## src/rtl/mem_access_unit.sv

```systemverilog
// mem_access_unit: initiator in front of a synchronous MainMemory (one-cycle
// read latency). It owns the MAR/MBR and serves single-word writes and
// 1..16 word burst reads.
//
// Optional range checking is enabled by defining MAU_BOUNDS_CHECK_EN. When it
// is undefined, no check is made, rsp_err is tied low and ERR cannot be reached.
//
// Handshake rule for both channels: a transfer happens on a rising edge where
// valid and ready are both high. Once raised, rsp_valid and the response
// fields hold until that transfer. req_ready is high only in IDLE.
//
// dbg_state exposes the FSM state for checkers and debug. It takes no part in
// the datapath.
module mem_access_unit #(
  parameter int MEM_WORDS = 16384
) (
  input  logic        clk,
  input  logic        reset,
  input  logic        req_valid,
  output logic        req_ready,
  input  logic        req_write,
  input  logic [15:0] req_addr,
  input  logic [3:0]  req_len,
  input  logic [15:0] req_wdata,
  output logic        rsp_valid,
  input  logic        rsp_ready,
  output logic [15:0] rsp_data,
  output logic        rsp_last,
  output logic        rsp_err,
  output logic [15:0] mem_addr,
  output logic [15:0] mem_wdata,
  output logic        mem_we,
  input  logic [15:0] mem_rdata,
  output logic [2:0]  dbg_state
);

  typedef enum logic [2:0] {
    IDLE       = 3'd0,
    RD_ISSUE   = 3'd1,
    RD_CAPTURE = 3'd2,
    RD_RESP    = 3'd3,
    WR         = 3'd4,
    WR_ACK     = 3'd5,
    ERR        = 3'd6
  } state_t;

`ifdef MAU_BOUNDS_CHECK_EN
  localparam logic CHECK_EN = 1'b1;
`else
  localparam logic CHECK_EN = 1'b0;
`endif

  state_t      state, state_next;
  logic [15:0] mar, mar_next;
  logic [15:0] mbr, mbr_next;
  logic [3:0]  cnt, cnt_next;
  logic        we_raw;
  logic [16:0] rd_end;
  logic        range_err;
  logic        req_err;

  // The sum is 17 bits wide, so a burst that runs past 16'hFFFF is still
  // seen as out of range instead of wrapping to a small value.
  assign rd_end    = {1'b0, req_addr} + {13'd0, req_len};
  assign range_err = req_write ? ({1'b0, req_addr} >= 17'(MEM_WORDS))
                               : (rd_end >= 17'(MEM_WORDS));
  assign req_err   = CHECK_EN && range_err;

  // State, MAR, MBR and the word counter all update on the rising edge.
  always_ff @(posedge clk) begin
    if (reset) begin
      state <= IDLE;
      mar   <= 16'h0000;
      mbr   <= 16'h0000;
      cnt   <= 4'd0;
    end else begin
      state <= state_next;
      mar   <= mar_next;
      mbr   <= mbr_next;
      cnt   <= cnt_next;
    end
  end

  // Next-state and output decode. Every output gets a default first.
  always_comb begin
    state_next = state;
    mar_next   = mar;
    mbr_next   = mbr;
    cnt_next   = cnt;
    req_ready  = 1'b0;
    rsp_valid  = 1'b0;
    rsp_last   = 1'b0;
    rsp_data   = mbr;
    we_raw     = 1'b0;
    unique case (state)
      IDLE: begin
        req_ready = 1'b1;
        if (req_valid) begin
          mar_next = req_addr;
          if (req_err) begin
            state_next = ERR;
          end else if (req_write) begin
            mbr_next   = req_wdata;
            state_next = WR;
          end else begin
            cnt_next   = req_len;
            state_next = RD_ISSUE;
          end
        end
      end
      RD_ISSUE: begin
        state_next = RD_CAPTURE;
      end
      RD_CAPTURE: begin
        mbr_next   = mem_rdata;
        mar_next   = mar + 16'd1;
        state_next = RD_RESP;
      end
      RD_RESP: begin
        rsp_valid = 1'b1;
        rsp_last  = (cnt == 4'd0);
        if (rsp_ready) begin
          if (cnt == 4'd0) begin
            state_next = IDLE;
          end else begin
            cnt_next   = cnt - 4'd1;
            state_next = RD_ISSUE;
          end
        end
      end
      WR: begin
        we_raw     = 1'b1;
        state_next = WR_ACK;
      end
      WR_ACK: begin
        rsp_valid = 1'b1;
        rsp_last  = 1'b1;
        if (rsp_ready) state_next = IDLE;
      end
      ERR: begin
        rsp_valid = 1'b1;
        rsp_last  = 1'b1;
        rsp_data  = 16'h0000;
        if (rsp_ready) state_next = IDLE;
      end
      default: begin
        state_next = IDLE;
      end
    endcase
  end

  // Reset gates the strobe directly, so a reset in the WR cycle drops the
  // write before memory can commit it.
  assign mem_we    = we_raw && !reset;
  assign mem_addr  = mar;
  assign mem_wdata = mbr;
  assign dbg_state = state;

`ifdef MAU_BOUNDS_CHECK_EN
  assign rsp_err = (state == ERR);
`else
  assign rsp_err = 1'b0;
`endif

endmodule

```

## config.mk

```make
export PLATFORM = sky130hd
export DESIGN_NAME = mem_access_unit
export DESIGN_NICKNAME = d
export VERILOG_FILES = /design/src/rtl/mem_access_unit.sv
export SDC_FILE = /design/constraint.sdc
export NUM_CORES = 1
export LEC_CHECK = 0
export BUFFER_PORTS_ARGS = -buffer_cell sky130_fd_sc_hd__buf_2
export CORE_MARGIN = 5
export CORE_UTILIZATION = 46
export CTS_CLUSTER_DIAMETER = 60
export CTS_CLUSTER_SIZE = 28
export DETAILED_ROUTE_END_ITERATION = 10
export HOLD_SLACK_MARGIN = 0.05
export PLACE_DENSITY = 0.8
export SYNTH_ARGS = -nofsm -noshare
export SYNTH_HDL_FRONTEND = slang
export SYNTH_SLANG_ARGS = --single-unit
```

## constraint.sdc

```tcl
create_clock -name clk -period 1.9 [get_ports clk]
set_input_delay 0.285 -clock clk [delete_from_list [all_inputs] [get_ports clk]]
set_output_delay 0.285 -clock clk [all_outputs]
set_load 0.03 [all_outputs]
```

Word level (Yosys, flattened, before mapping)
Cells that the tools add are included.
W data, S select, Z words.
{"block": "op_classes", "n_reduce_logical": 12, "n_addsub": 2, "eq_ne": 12, "mux": 21}
{"op": "$mux W16", "n": 4}
{"op": "$pmux W16 S2", "n": 2}
{"op": "$pmux W3 S6", "n": 1}
{"op": "$add A16 B1 Y16 const B", "n": 1}
{"op": "$mux W4", "n": 4}
{"op": "$mux W3", "n": 4}
{"op": "$ne A2 B2 Y1 const B", "n": 5}
{"op": "$eq A3 B3 Y1 const B", "n": 3}
{"op": "$pmux W4 S2", "n": 1}
{"op": "$eq A3 B2 Y1 const B", "n": 2}
{"op": "$reduce_and A3 Y1", "n": 2}
{"op": "$reduce_and A5 Y1", "n": 1}
{"op": "$logic_not A4 Y1", "n": 1}
{"op": "$mux W1", "n": 4}
{"op": "$reduce_bool A2 Y1", "n": 2}
{"op": "$sub A4 B1 Y4 const B", "n": 1}
{"op": "$eq A3 B1 Y1 const B", "n": 1}
{"op": "$logic_not A3 Y1", "n": 1}
{"op": "$reduce_or A3 Y1", "n": 1}
{"op": "$ne A2 B1 Y1 const B", "n": 1}
{"op": "$pmux W1 S2", "n": 1}
{"op": "$reduce_and A2 Y1", "n": 1}
{"op": "$reduce_or A2 Y1", "n": 1}
{"op": "$logic_and A1 B1 Y1", "n": 1}
{"op": "$logic_not A1 Y1", "n": 1}
{"block": "word_totals", "wordCells": 51, "regBits": 39}

Longest topological paths before layout
Gate-level depths: netlist of run 1.
{"block": "depth", "depth_word": 4, "ltp_mapped": 7, "depth_no_buf": 6}

Worst setup path before layout of run 1
Ideal clock, no wire load.
{"block": "synth_path", "path_type": "reg-to-output", "start": "reg state[0] (netlist: dbg_state[0])", "end": "out rsp_last", "path_slack_ps": -280, "path_stages_with_launch": 5, "t_arrival_ps": 1895, "required_ps": 1615, "cell_sequence": "dfxtp_1 > buf_4 > clkbuf_1 > nand3_1 > o21ai_0"}
{"block": "synth_between", "elab_chain_len": 3}
{"element": "from (decl)", "line": "53", "rtl": "state_t state, state_next;"}
{"element": "from (signal assigned)", "line": "77", "rtl": "state <= state_next;"}
{"element": "$eq A3 B3 Y1", "line": "95", "rtl": "unique case (state)"}
{"element": "$reduce_or A2 Y1 (no line)"}
{"element": "$pmux W1 S2 *", "line": "95"}
{"element": "to (decl)", "line": "28", "rtl": "output logic rsp_last,"}
Mark *: on every way between the ends. The rest lies on a longest branch, timed or not.

Final worst setup path of run 1
{"block": "layout_path", "start": "reg state[2] (netlist: dbg_state[2])", "end": "out rsp_valid"}
{"block": "layout_between", "elab_chain_len": 3}
{"element": "$eq A3 B3 Y1 / $eq A3 B2 Y1 (equally long branches)", "line": "95"}
{"element": "$reduce_or A3 Y1 (no line) *"}
{"element": "$mux W1 *", "line": "95"}
{"element": "to (decl)", "line": "25", "rtl": "output logic rsp_valid,"}
Marked as above.

==> impl_metrics.py, run 1 <==
metrics = {
    "timing": {
        "fmaxAchievable_mhz": 564.7,
        "tns_ns": 0,
        "drv_slew": 0,
        "whs_ns": 0.2191,
        "hold_viol": 0,
        "period_minus_slack_ns": 1.771,
        "finalCritPeriodShare": 0.9320,
        "fin_worst_skew_ns": 0.009547,
        "rsz0062_at_grt": "no",
        "setup_viol": 0,
    },
    "global_route": {
        "grt_pass1_vias": 2504,
        "grt_pass1_wl_microns": 11330,
        "grt-ovfl-total": 0,
        "grt_start_max_net_pins": 33,
        "antenna_found_initial": 0,
        "grt_usage": 0.2186,
    },
    "critical_path": {
        "crit_type": "flip-flop to output pin",
        "startpoint_type": "flip-flop",
        "critPathArrivalTime_ns": 1.49,
        "cp_max_fo": 12,
        "worstPathRequired_ns": 1.62,
        "endpoint_kind": "output pin",
    },
    "power_and_ir_drop": {
        "vdd_drop_max_mv": 0.4468,
        "p_leak_uw": 0.001426,
        "power_density_nw_per_um2": 910.4,
    },
    "min_path": {
        "hold_path.class": "input pin to flip-flop",
    },
    "floorplan": {
        "initial_core_util": 0.4789,
        "dieWidth_microns": 80.36,
        "design.core.area_sq_um": 4755,
        "rows": 25,
        "io_pins": 113,
        "die_area_sq_um": 6458,
        "dieHeight_microns": 80.36,
    },
    "layout": {
        "final_nets": 468,
        "post-route-util": 0.6511,
        "final_layout_size_suffix_gt1_frac": 0.3683,
        "diodes": 0,
        "stdcell_count": 477,
        "final_common_cell": "buf_2",
        "n_fill_cell": 435,
        "mostFrequentLayoutCells": "111 x buf_2, 52 x nand2_1, 36 x dfxtp_1, 27 x nor2_1, 20 x and2_1",
        "final_cell_area_sq_um": 3095,
        "syn_to_final_growth_pct": 35.93,
    },
    "synthesis": {
        "syn_nets": 354,
        "syn_inst": 295,
        "synth_edf_count": 0,
        "synth_cell_types": 54,
        "synth_area_sq_um": 2277,
        "synth_seq_cells": 39,
        "synthArstFlopShare": 0,
        "synth_area_per_cell_sq_um": 7.719,
        "synth_flop_cell": "dfxtp_1",
        "yosysSeqAreaShare": 0.3429,
        "ys_warn_count": 0,
    },
    "placed_design": {
        "gp_congestion": 0.8955,
        "dp_hpwl_microns": 5388,
        "numPortBuffers": 111,
        "place_area_sq_um": 2962,
        "placedCellCount": 468,
    },
    "route": {
        "wl_met2_microns": 3418,
        "wl_met3_microns": 626,
        "wl_met1_microns": 2990,
        "drt_pass1_iterations": 4,
        "top_layer": "met4",
        "routedWlPerCell_microns": 14.93,
        "antenna_left": 0,
        "wirelength_microns": 7123,
        "via_per_inst": 5.505,
        "vias": 2626,
        "drt_iter0_drc": 134,
        "drc": 0,
    },
    "clock_network": {
        "cts_sinks": 39,
        "cts_buffers": 5,
        "clkTransAtPathRegs_ns": 0.08,
        "clkLatencyLatePin_ns": 0.30,
        "cts_tree": "built",
        "cts_buffer_depth": 2,
        "cts_max_level": 2,
        "root_buffer": "clkbuf_8",
        "hold_buffers": 0,
    },
    "status": {
        "status": "finished clean",
    },
    "job": {
        "drv_cap": 0,
    },
}
## what timing repair did
item / 4_1_cts / 5_1_grt
pin swaps: 1 / 0
setup buffers: 1 / 0
gates resized for setup: 2 / 3
setup endpoints to repair: 18 / 5
## sequential cells by signal (all words and copies together), names as in the netlist
| signal | flops |
|---|---|
| mem_addr | 16 |
| mem_wdata | 16 |
| cnt | 4 |
| dbg_state | 3 |
## final timing paths
kind / startpoint / to / slack [ns] / cells after the start
max: dbg_state[2] / rsp_valid / 0.13 / 5
min: req_addr[7] / mem_addr[7] / 0.22 / 3
max reg2reg: cnt[0] / cnt[0] / 0.19 / 6
min reg2reg: cnt[3] / cnt[3] / 0.49 / 2
## layer usage
layer	vias up	track usage
met2	114	0.3849
met1	1198	0.2653
li1	1307	-
met3	7	0.05381
met5	-	0
met4	0	0.05236
## synth_stat cells, drive strengths merged, types with 5 or more instances
cell     n  area [sq um]
nand2   53         201.5
dfxtp   39         780.8
nor2    27         101.4
and2    20         125.1
a311oi  17         148.9
clkbuf  14         52.55
a21oi   11         58.81
nand3   11         55.05
buf     10         68.81
a31oi    9         56.30
o21ai    9         45.04
inv      7         26.28
or3      7         43.79
nand4    5         31.28
nor3     5         25.02
## worst max-delay path, stage by stage, from the launching register on
cell	delay, ns
dfxtp_2	0.50
buf_4	0.19
nand3b_1	0.12
buf_4	0.15
nand2_1	0.05
buf_2	0.17
## where the power goes
group | internal, uW | leakage [uW] | total, uW | switching (uW)
Clock | 391 | 0.0000581 | 715 | 323
Sequential | 923 | 0.000322 | 1030 | 107
Combinational | 386 | 0.00105 | 1070 | 687
## layout make-up
type                       count  area (sq um)  area share
multi-input combinational    225          1368      0.4418
sequential                    39         787.0      0.2542
timing repair buffer         131         718.2      0.2320
tap                           67         83.83     0.02708
clock buffer                   5         68.82     0.02223
clock inverter                 3         43.79     0.01415
inverter                       7         26.28    0.008488
## per-stage QoR
stage / total power [uW] / setup WS, ns
floorplan: 1761 / -0.07651
global placement: 2093 / 0.1383
detailed placement: 2115 / 0.02411
CTS: 2825 / 0.06718
global route: 2981 / 0.04568
finish: 2818 / 0.1291
## cells by family after synthesis
group                      count (synthesis)  share of synthesized area
buffers and inverters                     31                    0.06483
AOI/OAI and AO/OA                         70                     0.2247
and+or+nand+nor                          149                     0.3418
adders and majority gates                  2                    0.01099
other                                      1                   0.001647
muxes                                      2                   0.009340
DFF                                       39                     0.3429
xor gates and xnor gates                   1                   0.003847
No activity file was read; power rests on OpenSTA's default activity.
==> inputs of run 2 (changes only) <==
- REMOVE_ABC_BUFFERS: unset -> 1
==> impl_metrics.py, run 2 (same netlist as run 1, synthesis figures left out) <==
metrics = {
    "status": {
        "status": "finished clean",
    },
    "global_route": {
        "grt_usage": 0.2182,
        "grt_pass1_vias": 2532,
        "antenna_found_initial": 0,
        "grt_pass1_wl_microns": 11280,
        "grt_start_max_net_pins": 33,
        "grt-ovfl-total": 0,
    },
    "critical_path": {
        "rr_startpoint": "cnt[0]",
        "startpoint_type": "flip-flop",
        "cpMaxStageDelayCell": "or3b_2",
        "worstPathRequired_ns": 2.07,
        "reg2regPathDepth": 6,
        "crit_buf_inv": 1,
        "crit_family": "simple AND/OR/NAND/NOR gates",
        "path_cells": "inv_1, ha_1, or3b_2, a21oi_2, or3_1, a31oi_1",
        "reg2reg_to": "cnt[0]",
        "cp_max_fo": 9,
        "endpoint_kind": "flip-flop",
        "crit_cells": 6,
        "slowest_delay_ns": 0.47,
        "critPathArrivalTime_ns": 1.97,
        "crit_type": "flip-flop to flip-flop",
        "r2r_slack_ns": 0.10,
    },
    "timing": {
        "fin_worst_skew_ns": 0.007373,
        "rsz0062_at_grt": "no",
        "tns_ns": 0,
        "setup_viol": 0,
        "drv_slew": 0,
        "hold_viol": 0,
        "fmaxAchievable_mhz": 556.0,
        "finalCritPeriodShare": 0.9466,
        "period_minus_slack_ns": 1.799,
    },
    "power_and_ir_drop": {
        "power_density_nw_per_um2": 905.8,
        "p_leak_uw": 0.001414,
        "vdd_drop_max_mv": 0.6832,
    },
    "floorplan": {
        "io_pins": 113,
        "dieHeight_microns": 80.36,
        "rows": 25,
        "dieWidth_microns": 80.36,
        "initial_core_util": 0.4789,
        "design.core.area_sq_um": 4755,
        "die_area_sq_um": 6458,
    },
    "layout": {
        "syn_to_final_growth_pct": 34.67,
        "diodes": 0,
        "mostFrequentLayoutCells": "111 x buf_2, 52 x nand2_1, 36 x dfxtp_1, 27 x nor2_1, 20 x and2_1",
        "final_cell_area_sq_um": 3067,
        "final_nets": 466,
        "final_layout_size_suffix_gt1_frac": 0.3627,
        "post-route-util": 0.6450,
        "final_common_cell": "buf_2",
    },
    "clock_network": {
        "root_buffer": "clkbuf_8",
        "cts_max_level": 2,
        "clkLatencyLatePin_ns": 0.30,
        "cts_buffer_depth": 2,
        "cts_sinks": 39,
        "cts_buffers": 5,
        "cts_tree": "built",
        "hold_buffers": 0,
        "clkTransAtPathRegs_ns": 0.08,
    },
    "min_path": {
        "hold_end": "mem_addr[7]",
        "min_from": "req_addr[7]",
        "hold_path.class": "input pin to flip-flop",
        "hold_depth": 3,
    },
    "placed_design": {
        "dp_hpwl_microns": 5270,
        "place_area_sq_um": 2940,
        "numPortBuffers": 111,
        "gp_congestion": 0.9148,
    },
    "route": {
        "via_per_inst": 5.549,
        "vias": 2636,
        "drt_pass1_iterations": 4,
        "drc": 0,
        "routedWlPerCell_microns": 14.63,
        "drt_iter0_drc": 196,
        "antenna_left": 0,
        "wirelength_microns": 6949,
    },
    "job": {
        "drv_cap": 0,
    },
}
run 2: cell type report:
type                            count  area, sq um
Clock inverter                      3        43.79
Sequential cell                    39        787.0
Fill cell                         448         1688
Multi-Input combinational cell    225         1354
Timing Repair Buffer              129        703.2
Inverter                            7        26.28
Tap cell                           67        83.83
Clock buffer                        5        68.82
run 2: worst max-delay path by stage:
stage | start | end | slack, ns
finish | cnt[0] | cnt[0] | 0.10
global route | cnt[0] | cnt[1] | 0.02
global placement | dbg_state[2] | mem_addr[11] | 0.09
floorplan | dbg_state[1] | mem_wdata[0] | -1.05
detailed placement | dbg_state[1] | mem_addr[12] | 0.05
CTS | dbg_state[2] | mem_we | 0.08
run 2: report_power, final:
part	internal (uW)	leakage, uW	switching [uW]
sequential	922	0.000322	111
combinational	376	0.00103	672
clock	391	0.0000581	305
run 2: per-stage QoR:
| step | setup WS (ns) | instances | hold WS (ns) | total power (uW) |
|---|---|---|---|---|
| 2_1_floorplan | -1.046 | 271 | 0.3541 | 1714 |
| 3_3_place_gp | 0.09478 | 466 | 0.4752 | 2076 |
| 3_5_place_dp | 0.04986 | 466 | 0.4924 | 2100 |
| 4_1_cts | 0.07702 | 475 | 0.2245 | 2796 |
| 5_1_grt | 0.01969 | 475 | 0.2321 | 2933 |
| 6_report | 0.1015 | 475 | 0.2259 | 2778 |
run 2: timing repair:
action | 4_1_cts | 5_1_grt
setup endpoints to repair | 19 | 1
gates resized for setup | 3 | 1
setup buffers | 1 | 0
pin swaps | 0 | 0
run 2: routing by layer:
| layer | wire (microns) | part of all wire | global-route usage | up-vias |
|---|---|---|---|---|
| li1 | - | - | - | 1302 |
| met1 | 2772 | 0.40 | 0.2576 | 1204 |
| met2 | 3471 | 0.50 | 0.3841 | 114 |
| met3 | 537 | 0.077 | 0.04260 | 16 |
| met4 | 168 | 0.024 | 0.08784 | 0 |
| met5 | 0 | 0 | 0 | - |
run 2: worst min-delay path, delay by kind of cell:
family | cells | cell delay [ns]
buf+inv | 1 | 0.10
simple gates | 1 | 0.05
compound gates | 1 | 0.05
==> inputs of run 3 (changes only) <==
--- a/config.mk
+++ b/config.mk
@@ -6,12 +6,12 @@
 export NUM_CORES = 1
 export LEC_CHECK = 0
-export BUFFER_PORTS_ARGS = -buffer_cell sky130_fd_sc_hd__buf_2
 export CORE_MARGIN = 5
-export CORE_UTILIZATION = 46
+export CORE_UTILIZATION = 63
 export CTS_CLUSTER_DIAMETER = 60
 export CTS_CLUSTER_SIZE = 28
 export DETAILED_ROUTE_END_ITERATION = 10
+export DONT_BUFFER_PORTS = 1
 export HOLD_SLACK_MARGIN = 0.05
-export PLACE_DENSITY = 0.8
+export PLACE_DENSITY = 0.79
 export REMOVE_ABC_BUFFERS = 1
 export SYNTH_ARGS = -nofsm -noshare
==> constraint.sdc (replaced) <==
create_clock -name clk -period 1.9 [get_ports clk]
set_input_delay 0.095 -clock clk [delete_from_list [all_inputs] [get_ports clk]]
set_output_delay 0.095 -clock clk [all_outputs]
set_load 0.03 [all_outputs]
==> impl_metrics.py, run 3 (same netlist as run 1, synthesis figures left out) <==
metrics = {
    "timing": {
        "drv_slew": 0,
        "relSlewSlack": 0.6668,
        "finalWorstSetupSlack_ns": -0.03422,
        "setup_viol": 18,
        "fmaxAchievable_mhz": 517.0,
        "whs_ns": 0.1124,
        "worstMarginPinSlew_ns": 0.4992,
        "finalCritPeriodShare": 1.018,
        "period_minus_slack_ns": 1.934,
        "fin_worst_skew_ns": 0.01902,
        "hold_viol": 0,
    },
    "global_route": {
        "grt_start_max_net_pins": 37,
        "grt_pass1_wl_microns": 13140,
        "grt-ovfl-total": 0,
        "grt_pass1_vias": 2551,
        "grt_usage": 0.3317,
        "antenna_found_initial": 0,
    },
    "critical_path": {
        "slowest_delay_ns": 0.60,
        "worstPathRequired_ns": 2.21,
        "endpoint_kind": "flip-flop",
        "rr_startpoint": "dbg_state[0]",
        "cpMaxStageDelayCell": "dlygate4sd3_1",
        "critPathArrivalTime_ns": 2.24,
        "path_cells": "buf_4, or3b_2, dlygate4sd3_1, a21oi_2",
        "crit_type": "flip-flop to flip-flop",
        "startpoint_type": "flip-flop",
        "cp-startpoint": "dbg_state[0]",
        "cp_max_fo": 9,
    },
    "route": {
        "top_layer": "met4",
        "drt_iter0_drc": 314,
        "wl_met2_microns": 4541,
        "drt_pass1_iterations": 5,
        "vias": 2833,
        "wl_met1_microns": 3209,
        "antenna_left": 0,
        "routedWlPerCell_microns": 22.79,
        "drc": 0,
        "wl_met3_microns": 1087,
        "wirelength_microns": 9388,
        "via_per_inst": 6.876,
    },
    "min_path": {
        "hold_path.class": "input pin to flip-flop",
        "min_from": "reset",
    },
    "placed_design": {
        "place_ws_ns": 0.09942,
        "numPortBuffers": 0,
        "dp_hpwl_microns": 4333,
        "gp_congestion": 0.9080,
    },
    "clock_network": {
        "cts_tree": "built",
        "cts_sinks": 39,
        "cts_buffers": 5,
        "cts_buffer_depth": 2,
        "clkLatencyLatePin_ns": 0.38,
        "root_buffer": "clkbuf_4",
        "clkTransAtPathRegs_ns": 0.14,
        "cts_max_level": 2,
    },
    "layout": {
        "mostFrequentLayoutCells": "57 x dlygate4sd3_1, 52 x nand2_1, 36 x dfxtp_1, 27 x nor2_1, 25 x buf_4",
        "final_layout_size_suffix_gt1_frac": 0.1366,
        "n_fill_cell": 142,
        "final_common_cell": "dlygate4sd3_1",
        "final_nets": 424,
        "diodes": 0,
        "syn_to_final_growth_pct": 37.36,
    },
    "floorplan": {
        "initial_core_util": 0.6667,
        "design.core.area_sq_um": 3416,
        "rows": 21,
        "die_area_sq_um": 4917,
        "io_pins": 113,
        "dieWidth_microns": 70.12,
        "dieHeight_microns": 70.12,
    },
    "power_and_ir_drop": {
        "p_int_uw": 1436,
        "p_leak_uw": 0.001193,
        "combPwrFrac": 0.388,
        "switchingPower_uw": 1174,
        "clkPwrFrac": 0.171,
        "vdd_drop_max_mv": 0.5856,
        "power_density_nw_per_um2": 834.6,
        "switching_share": 0.4498,
        "p_seq_frac": 0.441,
    },
    "status": {
        "status": "finished with violations",
        "violations": "negative setup slack",
    },
    "job": {
        "drv_cap": 0,
    },
}
run 3: cell count changes in the layout (fill, tap and decap cells not counted), sizes merged:
cell,before,now
clkbuf,5,7
a21oi,11,12
bufinv,1,0
dlygate4sd3,0,57
clkinv,2,1
clkinvlp,0,1
buf,129,28
run 3: worst paths after layout:
kind / to / slack (ns) / cells past startpoint
worst max-delay path: dbg_state[0] / -0.03 / 4
worst min-delay path: mem_addr[15] / 0.11 / 4
worst max register to register: dbg_state[0] / -0.03 / 4
worst min register to register: cnt[3] / 0.52 / 2
run 3: critical path, delay by kind of cell, from the launching register on:
| family | cells | cell delay [ns] |
|---|---|---|
| DFF | 1 | 0.40 |
| and+or+nand+nor | 1 | 0.52 |
| AOI/OAI and AO/OA | 1 | 0.15 |
| buffers and inverters | 2 | 0.80 |
run 3: power groups by stage:
| stage | combinational [uW] | sequential [uW] | clock, uW |
|---|---|---|---|
| final | 1010 | 1150 | 446 |
| after global routing | 1070 | 1160 | 488 |
| after CTS | 896 | 1140 | 431 |
| after detailed placement | 781 | 1160 | 0 |
| after global placement | 769 | 1150 | 0 |
| after floorplan | 489 | 1220 | 0 |
run 3: cell type report:
type                       count  area [sq um]  share of cell area
tap                           46         57.56             0.01840
inverter                       7         26.28            0.008400
clock buffer                   6         41.29             0.01320
clock inverter                 2         12.51            0.004000
timing repair buffer          86         823.3              0.2632
multi-input combinational    226          1378              0.4404
sequential                    39         789.5              0.2524
run 3: routing by layer:
layer  vias to the layer above  track usage
met5                         -            0
met4                         0       0.1021
met3                        76       0.1191
met2                       250       0.5792
met1                      1283       0.3761
li1                       1224            -
run 3: repair_timing:
action | 4_1_cts | 5_1_grt
pin swaps | 1 | 1
hold endpoints to repair | 39 | 0
resized for setup | 1 | 8
endpoints found under the setup margin | 16 | 32
buffers inserted | 1 | 2
hold buffers | 58 | 0
cloned | 0 | 1
run 3: per-stage QoR:
stage          total power [uW]  area (sq um)  TNS (ns)  std cells  utilization
4_1_cts                    2463          3084         0        409       0.9029
3_5_place_dp               1937          2431         0        342       0.7117
5_1_grt                    2719          3128    -1.614        412       0.9158
2_1_floorplan              1714          2156    -21.17        271            -
6_report                   2611          3128   -0.3164        412       0.9158
3_3_place_gp               1921          2431         0        342       0.7117
